--- config.mk ---
export PLATFORM = sky130hd
export DESIGN_NAME = tlul_host_watchdog_flat
export DESIGN_NICKNAME = d
export VERILOG_FILES = /design/src/rtl/tlul_host_watchdog_pkg.sv /design/src/rtl/tlul_host_watchdog_if.sv /design/src/rtl/tlul_host_watchdog_fifo.sv /design/src/rtl/tlul_host_watchdog.sv /design/src/flat_wrapper.sv
export SDC_FILE = /design/constraint.sdc
export NUM_CORES = 1
export LEC_CHECK = 0
export CAP_MARGIN = 20
export CORE_MARGIN = 10
export CORE_UTILIZATION = 33
export CTS_BUF_LIST = sky130_fd_sc_hd__clkbuf_4 sky130_fd_sc_hd__clkbuf_8 sky130_fd_sc_hd__clkbuf_16
export DETAILED_ROUTE_END_ITERATION = 8
export PLACE_DENSITY = 0.74
export SETUP_SLACK_MARGIN = 0.4
export SYNTH_ARGS = -nofsm -noshare
export SYNTH_HDL_FRONTEND = slang
export SYNTH_SLANG_ARGS = --single-unit
export TNS_END_PERCENT = 100
--- constraint.sdc ---
create_clock -name clk_i -period 3 [get_ports clk_i]
set_input_delay 0.45 -clock clk_i [delete_from_list [all_inputs] [get_ports clk_i]]
set_output_delay 0.45 -clock clk_i [all_outputs]
set_load 0.1 [all_outputs]
--- src/rtl/tlul_host_watchdog_pkg.sv ---
// TL-UL channel types and helpers shared by the host-port watchdog and its interface.
package tlul_host_watchdog_pkg;

  localparam int unsigned TL_AW  = 32;
  localparam int unsigned TL_DW  = 32;
  localparam int unsigned TL_AIW = 8;
  localparam int unsigned TL_SZW = 2;
  localparam int unsigned TL_DUW = 7;

  typedef enum logic [2:0] {
    PutFullData    = 3'h0,
    PutPartialData = 3'h1,
    Get            = 3'h4
  } tl_a_op_e;

  typedef enum logic [2:0] {
    AccessAck     = 3'h0,
    AccessAckData = 3'h1
  } tl_d_op_e;

  typedef struct packed {
    logic                a_valid;
    tl_a_op_e            a_opcode;
    logic [2:0]          a_param;
    logic [TL_SZW-1:0]   a_size;
    logic [TL_AIW-1:0]   a_source;
    logic [TL_AW-1:0]    a_address;
    logic [TL_DW/8-1:0]  a_mask;
    logic [TL_DW-1:0]    a_data;
    logic                d_ready;
  } tl_h2d_t;

  typedef struct packed {
    logic                d_valid;
    tl_d_op_e            d_opcode;
    logic [2:0]          d_param;
    logic [TL_SZW-1:0]   d_size;
    logic [TL_AIW-1:0]   d_source;
    logic                d_sink;
    logic [TL_DW-1:0]    d_data;
    logic [TL_DUW-1:0]   d_user;
    logic                d_error;
    logic                a_ready;
  } tl_d2h_t;

  function automatic tl_d_op_e rsp_opcode(input tl_a_op_e op);
    return (op == Get) ? AccessAckData : AccessAck;
  endfunction

  // Response integrity: every covered bit is folded into one of the TL_DUW check bits.
  function automatic logic [TL_DUW-1:0] rsp_intg(input tl_d_op_e op,
                                                 input logic [TL_SZW-1:0] size,
                                                 input logic [TL_AIW-1:0] source,
                                                 input logic error,
                                                 input logic [TL_DW-1:0] data);
    logic [3+TL_SZW+TL_AIW+1+TL_DW-1:0] bits;
    logic [TL_DUW-1:0] code;
    bits = {op, size, source, error, data};
    code = '0;
    for (int i = 0; i < $bits(bits); i++) code[i % TL_DUW] ^= bits[i];
    return code;
  endfunction

endpackage

--- src/rtl/tlul_host_watchdog_if.sv ---
// One TL-UL link: master drives the A channel and d_ready, slave drives D and a_ready.
interface tlul_host_watchdog_if;
  import tlul_host_watchdog_pkg::*;

  // A beat transfers when a_valid && a_ready, a D beat when d_valid && d_ready, both at the
  // rising clock edge; a valid, once raised, holds its payload until that handshake.
  tl_h2d_t h2d;
  tl_d2h_t d2h;

  modport master (output h2d, input d2h);
  modport slave  (input h2d, output d2h);
endinterface

--- src/rtl/tlul_host_watchdog_fifo.sv ---
// Synchronous FIFO without pass-through, holding one entry per in-flight request.
module tlul_host_watchdog_fifo #(
  parameter int unsigned Width  = 8,
  parameter int unsigned Depth  = 4,
  localparam int unsigned DepthW = $clog2(Depth + 1)
) (
  input  logic              clk_i,
  input  logic              rst_ni,
  input  logic              push_i,
  input  logic [Width-1:0]  wdata_i,
  input  logic              pop_i,
  output logic [Width-1:0]  rdata_o,
  output logic              empty_o,
  output logic              full_o,
  output logic [DepthW-1:0] depth_o
);
  localparam int unsigned PtrW = (Depth > 1) ? $clog2(Depth) : 1;

  logic [Width-1:0]  mem_q [Depth];
  logic [PtrW-1:0]   wptr_q, rptr_q;
  logic [DepthW-1:0] cnt_q;
  logic              do_push, do_pop;

  assign empty_o = (cnt_q == '0);
  assign full_o  = (cnt_q == DepthW'(Depth));
  assign depth_o = cnt_q;
  assign rdata_o = mem_q[rptr_q];
  assign do_push = push_i & ~full_o;
  assign do_pop  = pop_i & ~empty_o;

  always_ff @(posedge clk_i or negedge rst_ni) begin
    if (!rst_ni) begin
      wptr_q <= '0;
      rptr_q <= '0;
      cnt_q  <= '0;
    end else begin
      if (do_push) wptr_q <= (wptr_q == PtrW'(Depth - 1)) ? '0 : wptr_q + 1'b1;
      if (do_pop)  rptr_q <= (rptr_q == PtrW'(Depth - 1)) ? '0 : rptr_q + 1'b1;
      if (do_push && !do_pop)      cnt_q <= cnt_q + 1'b1;
      else if (!do_push && do_pop) cnt_q <= cnt_q - 1'b1;
    end
  end

  always_ff @(posedge clk_i) begin
    if (do_push) mem_q[wptr_q] <= wdata_i;
  end
endmodule

--- src/rtl/tlul_host_watchdog.sv ---
// Host-port watchdog: caps in-flight TL-UL requests and, once a response hangs, error-responds
// everything until cleared.
module tlul_host_watchdog
  import tlul_host_watchdog_pkg::*;
#(
  parameter int unsigned MaxOutstanding = 4,
  parameter int unsigned TimeoutCycles  = 1024
) (
  input  logic                                 clk_i,
  input  logic                                 rst_ni,
  tlul_host_watchdog_if.slave                  tl_h,
  tlul_host_watchdog_if.master                 tl_d,
  input  logic                                 clear_i,
  output logic                                 timeout_o,
  output logic                                 fault_o,
  output logic [$clog2(MaxOutstanding+1)-1:0]  outstanding_o
);
  localparam int unsigned CntW = $clog2(TimeoutCycles + 1);
  localparam int unsigned OccW = $clog2(MaxOutstanding + 1);

  typedef struct packed {
    logic [TL_AIW-1:0] source;
    logic [TL_SZW-1:0] size;
    tl_d_op_e          d_op;
  } wd_entry_t;

  typedef enum logic {StActive = 1'b0, StFault = 1'b1} wd_state_e;

  wd_state_e       state_q, state_d;
  logic [CntW-1:0] timer_q, timer_d;
  logic [OccW-1:0] dn_pending_q, dn_pending_d;
  logic            timeout_q, timeout_d;

  wd_entry_t                 push_entry, head;
  logic [$bits(wd_entry_t)-1:0] head_raw;
  logic                      push, pop, full, empty, dn_d_hs, dn_inc;
  tl_h2d_t                   dn_req;
  tl_d2h_t                   up_rsp, fault_rsp;

  assign push_entry = '{source: tl_h.h2d.a_source, size: tl_h.h2d.a_size,
                        d_op: rsp_opcode(tl_h.h2d.a_opcode)};
  assign head       = wd_entry_t'(head_raw);

  tlul_host_watchdog_fifo #(
    .Width ($bits(wd_entry_t)),
    .Depth (MaxOutstanding)
  ) u_fifo (
    .clk_i   (clk_i),
    .rst_ni  (rst_ni),
    .push_i  (push),
    .wdata_i (push_entry),
    .pop_i   (pop),
    .rdata_o (head_raw),
    .empty_o (empty),
    .full_o  (full),
    .depth_o (outstanding_o)
  );

  // Error response for the FIFO head, presented to the core while in FAULT.
  always_comb begin
    fault_rsp          = '0;
    fault_rsp.d_valid  = ~empty;
    fault_rsp.d_opcode = head.d_op;
    fault_rsp.d_size   = head.size;
    fault_rsp.d_source = head.source;
    fault_rsp.d_error  = 1'b1;
    fault_rsp.d_data   = '1;
    fault_rsp.d_user   = rsp_intg(head.d_op, head.size, head.source, 1'b1, '1);
    fault_rsp.a_ready  = ~full;
  end

  always_comb begin
    state_d      = state_q;
    timer_d      = timer_q;
    dn_pending_d = dn_pending_q;
    timeout_d    = 1'b0;
    dn_req       = tl_h.h2d;
    dn_req.a_valid = 1'b0;
    dn_req.d_ready = 1'b1;
    up_rsp       = fault_rsp;
    push         = 1'b0;
    pop          = 1'b0;
    dn_d_hs      = 1'b0;
    case (state_q)
      StActive: begin
        dn_req.a_valid = tl_h.h2d.a_valid & ~full;
        dn_req.d_ready = tl_h.h2d.d_ready;
        up_rsp         = tl_d.d2h;
        up_rsp.a_ready = tl_d.d2h.a_ready & ~full;
        push    = tl_h.h2d.a_valid & tl_d.d2h.a_ready & ~full;
        dn_d_hs = tl_d.d2h.d_valid & tl_h.h2d.d_ready;
        pop     = dn_d_hs;
        if (dn_d_hs || empty)                        timer_d = '0;
        else if (timer_q != CntW'(TimeoutCycles))    timer_d = timer_q + 1'b1;
        // A response landing in the threshold cycle still counts as progress.
        if (!dn_d_hs && !empty && timer_q == CntW'(TimeoutCycles - 1)) begin
          state_d   = StFault;
          timeout_d = 1'b1;
          timer_d   = '0;
        end
      end
      StFault: begin
        push    = tl_h.h2d.a_valid & ~full;
        pop     = ~empty & tl_h.h2d.d_ready;
        dn_d_hs = tl_d.d2h.d_valid;
        if (clear_i && empty && dn_pending_q == '0 && !push) begin
          state_d = StActive;
          timer_d = '0;
        end
      end
      default: state_d = StActive;
    endcase
    dn_inc = (state_q == StActive) & push;
    if (dn_inc && !dn_d_hs)                             dn_pending_d = dn_pending_q + 1'b1;
    else if (!dn_inc && dn_d_hs && dn_pending_q != '0)  dn_pending_d = dn_pending_q - 1'b1;
  end

  assign tl_d.h2d  = dn_req;
  assign tl_h.d2h  = up_rsp;
  assign timeout_o = timeout_q;
  assign fault_o   = (state_q == StFault);

  always_ff @(posedge clk_i or negedge rst_ni) begin
    if (!rst_ni) begin
      state_q      <= StActive;
      timer_q      <= '0;
      dn_pending_q <= '0;
      timeout_q    <= 1'b0;
    end else begin
      state_q      <= state_d;
      timer_q      <= timer_d;
      dn_pending_q <= dn_pending_d;
      timeout_q    <= timeout_d;
    end
  end
endmodule

--- src/flat_wrapper.sv ---
// flat-port wrapper written by rule: the top's interface ports become plain ports
module tlul_host_watchdog_flat import tlul_host_watchdog_pkg::*;
#(
  parameter int unsigned MaxOutstanding = 4,
  parameter int unsigned TimeoutCycles  = 1024
)
  (clk_i, rst_ni, clear_i, timeout_o, fault_o, outstanding_o, tl_h_h2d, tl_h_d2h, tl_d_h2d, tl_d_d2h);
  tlul_host_watchdog_if tl_h_i ();
  tlul_host_watchdog_if tl_d_i ();
  input  logic clk_i;
  input  logic rst_ni;
  input  logic clear_i;
  output logic timeout_o;
  output logic fault_o;
  output logic [$clog2(MaxOutstanding+1)-1:0] outstanding_o;
  input wire logic [$bits(tl_h_i.h2d)-1:0] tl_h_h2d;
  output wire logic [$bits(tl_h_i.d2h)-1:0] tl_h_d2h;
  output wire logic [$bits(tl_d_i.h2d)-1:0] tl_d_h2d;
  input wire logic [$bits(tl_d_i.d2h)-1:0] tl_d_d2h;
  assign tl_h_i.h2d = tl_h_h2d;
  assign tl_h_d2h = tl_h_i.d2h;
  assign tl_d_h2d = tl_d_i.h2d;
  assign tl_d_i.d2h = tl_d_d2h;
  tlul_host_watchdog #(.MaxOutstanding(MaxOutstanding), .TimeoutCycles(TimeoutCycles)) u_core (.clk_i(clk_i), .rst_ni(rst_ni), .tl_h(tl_h_i), .tl_d(tl_d_i), .clear_i(clear_i), .timeout_o(timeout_o), .fault_o(fault_o), .outstanding_o(outstanding_o));
endmodule
---- After elaboration in Yosys (flattened, before gate mapping) ----
Memories as Yosys holds them, arrays and structs flattened.
Index checks and enable logic that the tools add are counted.
cells by class
  reductions and logical operators ........ 24
  mux-type cells .......................... 24
  add/subtract/negate cells ............... 7
  bitwise operators ....................... 23
  eq/ne operators ......................... 8
operators by type and width
  operator               number
  $mux 59                1
  $mux 11                4
  $pmux 11 s2            1
  $mux 3                 4
  $add 11x1->11 const B  1
  $eq 11x10->1 const B   1
  $ne 11x11->1 const B   1
  $logic_and 1x1->1      10
  $and 1x1->1            9
  $mux 1                 8
  $not 1->1              8
  $pmux 1 s2             4
  $logic_not 1->1        7
  $add 3x1->3 const B    2
  $eq 3x3->1 const B     2
  $logic_not 3->1        2
  $sub 3x1->3 const B    2
  $add 2x1->2 const B    2
  $eq 2x2->1 const B     2
  $mux 2                 2
  $ne 4x1->1 const B     1
  $reduce_bool 2->1      2
  $xor 1x1->1            4
  $reduce_bool 3->1      1
  other kinds (4)        5
storage, ports and cells
  register bits after elaboration ......... 23
  output and inout bits ................... 150
  memories ................................ 1
  logic and storage cells ................. 94
  memory bits (writable) .................. 44
  bits of input ports ..................... 148
memory list
  name                 depth  width  rd ports  clocked after Yosys merged registers in  wr ports  line                           RTL
  u_core.u_fifo.mem_q  4      11     1         0                                        1         tlul_host_watchdog_fifo.sv:19  logic [Width-1:0] mem_q [Depth];

---- Longest topological paths before layout ----
  word-level depth ........................ 10
  gate-level depth with buffers ........... 10
  mapped depth without buffers ............ 9

---- Cells and area by module ----
From an unflattened synthesis, not the netlist that was laid out.
unflattened totals
  cell total of the unflattened synthesis .. 374
  area total of the unflattened synthesis .. 4521.8 sq um
by module, submodules not included
  module                   seq. area each (sq um)  area each (sq um)  times used  cells each
  tlul_host_watchdog_fifo  1736.7                  2338.5             1           105
  tlul_host_watchdog       400.4                   2183.3             1           269

---- Least setup slack after synthesis ----
OpenSTA, ideal clock, no wires.
  path kind ............................... reg2out
  from .................................... register u_core.state_q (netlist: u_core.fault_o)
  to ...................................... output port tl_d_h2d[85]
  buffers on the path ..................... 3
  path slack .............................. -1.206 ns
  stages on the path, launching flop included .. 5
  data arrival time ....................... 3.756 ns
  data required time ...................... 2.550 ns
  cells stage by stage .................... dfrtp_1 buf_2 buf_1 clkbuf_1 nor3b_1
between the ends
  longest elaborated chain between the ends .. 1
RTL lines
  item                    line                       RTL
  from (decl)             tlul_host_watchdog.sv:29   wd_state_e state_q, state_d;
  from (signal assigned)  tlul_host_watchdog.sv:125  state_q <= StActive;
  from (signal assigned)  tlul_host_watchdog.sv:130  state_q <= state_d;
  $mux 1                  tlul_host_watchdog.sv:84   case (state_q)
  to (decl)               flat_wrapper.sv:18         output wire logic [$bits(tl_d_i.h2d)-1:0] tl_d_h2d;
No other way between the ends.

---- Final worst setup path ----
  from .................................... register u_core.u_fifo.rptr_q[0]
  to ...................................... output port tl_h_d2h[2]
between the ends
  longest elaborated chain between the ends .. 4
RTL lines
  item                    line                           RTL
  from (decl)             tlul_host_watchdog_fifo.sv:20  logic [PtrW-1:0] wptr_q, rptr_q;
  from (signal assigned)  tlul_host_watchdog_fifo.sv:38  if (do_pop) rptr_q <= (rptr_q == PtrW'(Depth - 1)) ? '0 : rptr_q + 1'b1;
  $mem_v2 4x11 (*)        --
  $not 1->1 (no line)     --
  $xor 1x1->1 (*)         tlul_host_watchdog_pkg.sv:60   for (int i = 0; i < $bits(bits); i++) code[i % TL_DUW] ^= bits[i];
  $mux 59 (*)             tlul_host_watchdog.sv:84
  to (decl)               flat_wrapper.sv:17             output wire logic [$bits(tl_h_i.d2h)-1:0] tl_h_d2h;
Mark *: on every way between the ends. The rest lies on a longest branch, timed or not.

==> summary.txt <==
Finish
  – Nets: 606
  – Non-filler cells, final: 625
  – Fraction of layout cells with a size suffix above 1: 0.4128
  – Commonest non-fill, non-tap cell in the layout: clkdlybuf4s50_1
  – Most frequent cells in the layout: clkdlybuf4s50_1 (76), buf_4 (68), edfxtp_1 (44), or2_2 (35), dfrtp_1 (18)
  – Ant diodes: 0
  – Area growth syn-to-layout: 36.67%

Synth
  – Top FF cell, synth: edfxtp_1
  – Ys Warns: 0
  – Number of synthesized flops with an enable pin: 44
  – Sequential fraction of the synthesis area: 0.4491
  – Post-Syn Nets: 528
  – Syn Inst Count: 370
  – Cell variety after synth: 50
  – Yosys reg bits: 67
  – Synth async-reset ratio: 0.3433
  – Synthesized area per cell: 11.42 sq um
  – Synth area leaders: edfxtp_1 (31%), buf_4 (15%), dfrtp_1 (14%)
  – Yosys top cell area share: 0.3128
  – Top cell type by total area after synthesis: edfxtp_1
  – Synthesized area: 4224 sq um

Route
  – DR WL/cell: 23.21 microns
  – Drt drc: 0
  – Post-route ant nets: 0
  – 1st-iter DRT viols: 193
  – Via density: 4.859
  – DRT Pass-1 Iters: 4
  – Post-Route WL: 14.51 mm
  – Via Count: 3037

STA
  – Slew @ Worst Pin: 0.6339 ns
  – Min Tclk post-route: 2.507 ns
  – PnR worst setup slack: 0.4926 ns
  – Unrepaired setup endpoints after global routing: no
  – Clk_skew: 0.007935 ns
  – Period utilization: 0.8358
  – Worst hold slack: 0.4840 ns
  – Max Clk Rate: 0.3988 GHz
  – Setup TNS: 0 ns
  – Slew Viols, Final: 0
  – Final setup fails: 0
  – Final Hold Fails: 0
  – Max_slew headroom: 0.5774

Global route
  – Global-route usage over all layers: 0.1570
  – Largest net degree at the start of global routing: 48
  – Vias in the first global route: 3224
  – First-pass GRT wire length: 20.98 mm
  – GRT Residual Overflow: 0
  – Antenna violations before repair: 0

Outcome
  – Status: completed

Placement
  – Post-DP HPWL: 12.03 mm
  – Pre-CTS worst setup slack: 0.3856 ns
  – # port buffers: 155
  – GP Congestion: 0.8422
  – DP Cell Count: 609

Floorplan
  – Starting Density: 0.3361
  – Core Box Area: 12570 sq um
  – Rows: 41
  – I/O pins: 298
  – Die height: 133.1 microns
  – Full die area: 17720 sq um
  – Die width: 133.1 microns

Pwr
  – Worst VDD drop: 0.0002894 V
  – Power Density: 709.1 nW/um^2
  – Final Power: 4094 uW
  – Comb power frac: 0.435
  – Internal power: 2400 uW
  – P_leak: 0.002319 uW
  – Psw: 1693 uW
  – Sequential power share: 0.321
  – Sw frac: 0.4136
  – Clock Power Share: 0.244

CTS
  – Clk_lat worst skew: 0.34 ns
  – Num CTS Buffers: 9
  – Number of H-tree levels: 3
  – CTS sink cnt: 67
  – Clk Tree Root Cell: clkbuf_16
  – CTS tree: built
  – Worst-path clk slew: 0.06 ns
  – Longest Clk Path Bufs: 2

Setup path
  – Critical Path Slowest Stage Cell: mux4_2
  – CP peak stage delay: 0.56 ns
  – CP Cell Sequence: buf_8 -> mux4_2 -> xnor2_1 -> mux2_2 -> buf_12
  – Crit path kind: flop to output port
  – Worst endpoint data arrival time: 2.06 ns
  – Buf/Inv on CP: 2
  – Crit-path leading delay family: multiplexers
  – CP startpoint kind: flop
  – Critical path data required time: 2.55 ns
  – Crit Path Max Fanout: 14
  – CP endpoint kind: output port

Flow run
  – Max cap viols: 0

Worst hold path
  – Tightest Hold Check Type: input pin to async pin
sequential cells by signal, indices dropped and copies added (netlist names):
name	cells
u_core.dn_pending_q	3
u_core.fault_o	1
u_core.timeout_o	1
u_core.timer_q	11
u_core.u_fifo.depth_o	3
u_core.u_fifo.mem_q	44
u_core.u_fifo.rptr_q	2
u_core.u_fifo.wptr_q	2
timing repair:
item	in CTS	in global routing
buffers inserted	0	0
endpoints found under the setup margin	13	3
hold buffers	0	0
resized for setup	3	2
pin swaps	0	0
power by group through the flow:
stage / clock network [uW] / logic, uW / registers, uW
2_1_floorplan: 0 / 1630 / 1430
3_3_place_gp: 0 / 1750 / 1310
3_5_place_dp: 0 / 1780 / 1330
4_1_cts: 1020 / 1800 / 1310
5_1_grt: 1060 / 1910 / 1340
6_report: 1000 / 1780 / 1310
area by class of cell:
class / count / area (sq um)
clock buffer: 9 / 225.2
clock inverter: 7 / 58.81
fill: 1140 / 6795
inverter: 10 / 37.54
multi-input combinational: 198 / 1713
sequential: 67 / 1906
tap: 172 / 215.2
timing repair buffer: 162 / 1618
cells by family (layout without fill, tap and decap cells):
| kind of cell | Yosys count | count (layout) | synth area share |
|---|---|---|---|
| fa+ha+maj | 10 | 10 | 0.03318 |
| buf+inv | 105 | 188 | 0.1697 |
| flops | 67 | 67 | 0.4491 |
| mux | 26 | 26 | 0.09864 |
| compound gates | 44 | 44 | 0.07524 |
| simple gates | 111 | 111 | 0.1597 |
| xor+xnor | 7 | 7 | 0.01451 |
final timing paths:
path / from / to / slack [ns] / depth (start not counted)
max in group asynchronous: rst_ni / u_core.timer_q[1] / 1.93 / 2
setup reg to reg: u_core.fault_o / u_core.dn_pending_q[2] / 0.82 / 5
min in group clk_i: u_core.u_fifo.depth_o[2] / u_core.u_fifo.depth_o[2] / 0.53 / 1
hold / removal: rst_ni / u_core.timer_q[4] / 0.48 / 1
setup / recovery: u_core.u_fifo.rptr_q[0] / tl_h_d2h[2] / 0.49 / 5
hold reg to reg: u_core.u_fifo.depth_o[2] / u_core.u_fifo.depth_o[2] / 0.53 / 1
synthesized netlist by cell type (all sizes together) (5+ instances only):
library cell,count
xnor2,5
mux2,15
nand3,6
edfxtp,44
a21oi,6
nor3,6
nor3b,7
or2,35
clkbuf,5
mux4,11
ha,8
nor2b,7
nand2,12
nor2,13
dfrtp,23
o21ai,11
o21a,7
inv,10
and3,5
buf,90
metrics by stage:
stage / area, sq um / util
2_1_floorplan: 4330 / -
6_report: 5773 / 0.4593
4_1_cts: 5768 / 0.4589
5_1_grt: 5773 / 0.4593
3_3_place_gp: 5469 / 0.4351
3_5_place_dp: 5469 / 0.4351
per-layer routing:
metal,up-vias,part of all wire,GRT usage,routed length [microns]
li1,1383,-,-,-
met1,1460,0.31,0.1388,4545
met2,165,0.53,0.2803,7688
met3,29,0.12,0.08684,1698
met4,0,0.039,0.07678,572
met5,-,0,0.02041,0
(Power assumes the default switching activity.)
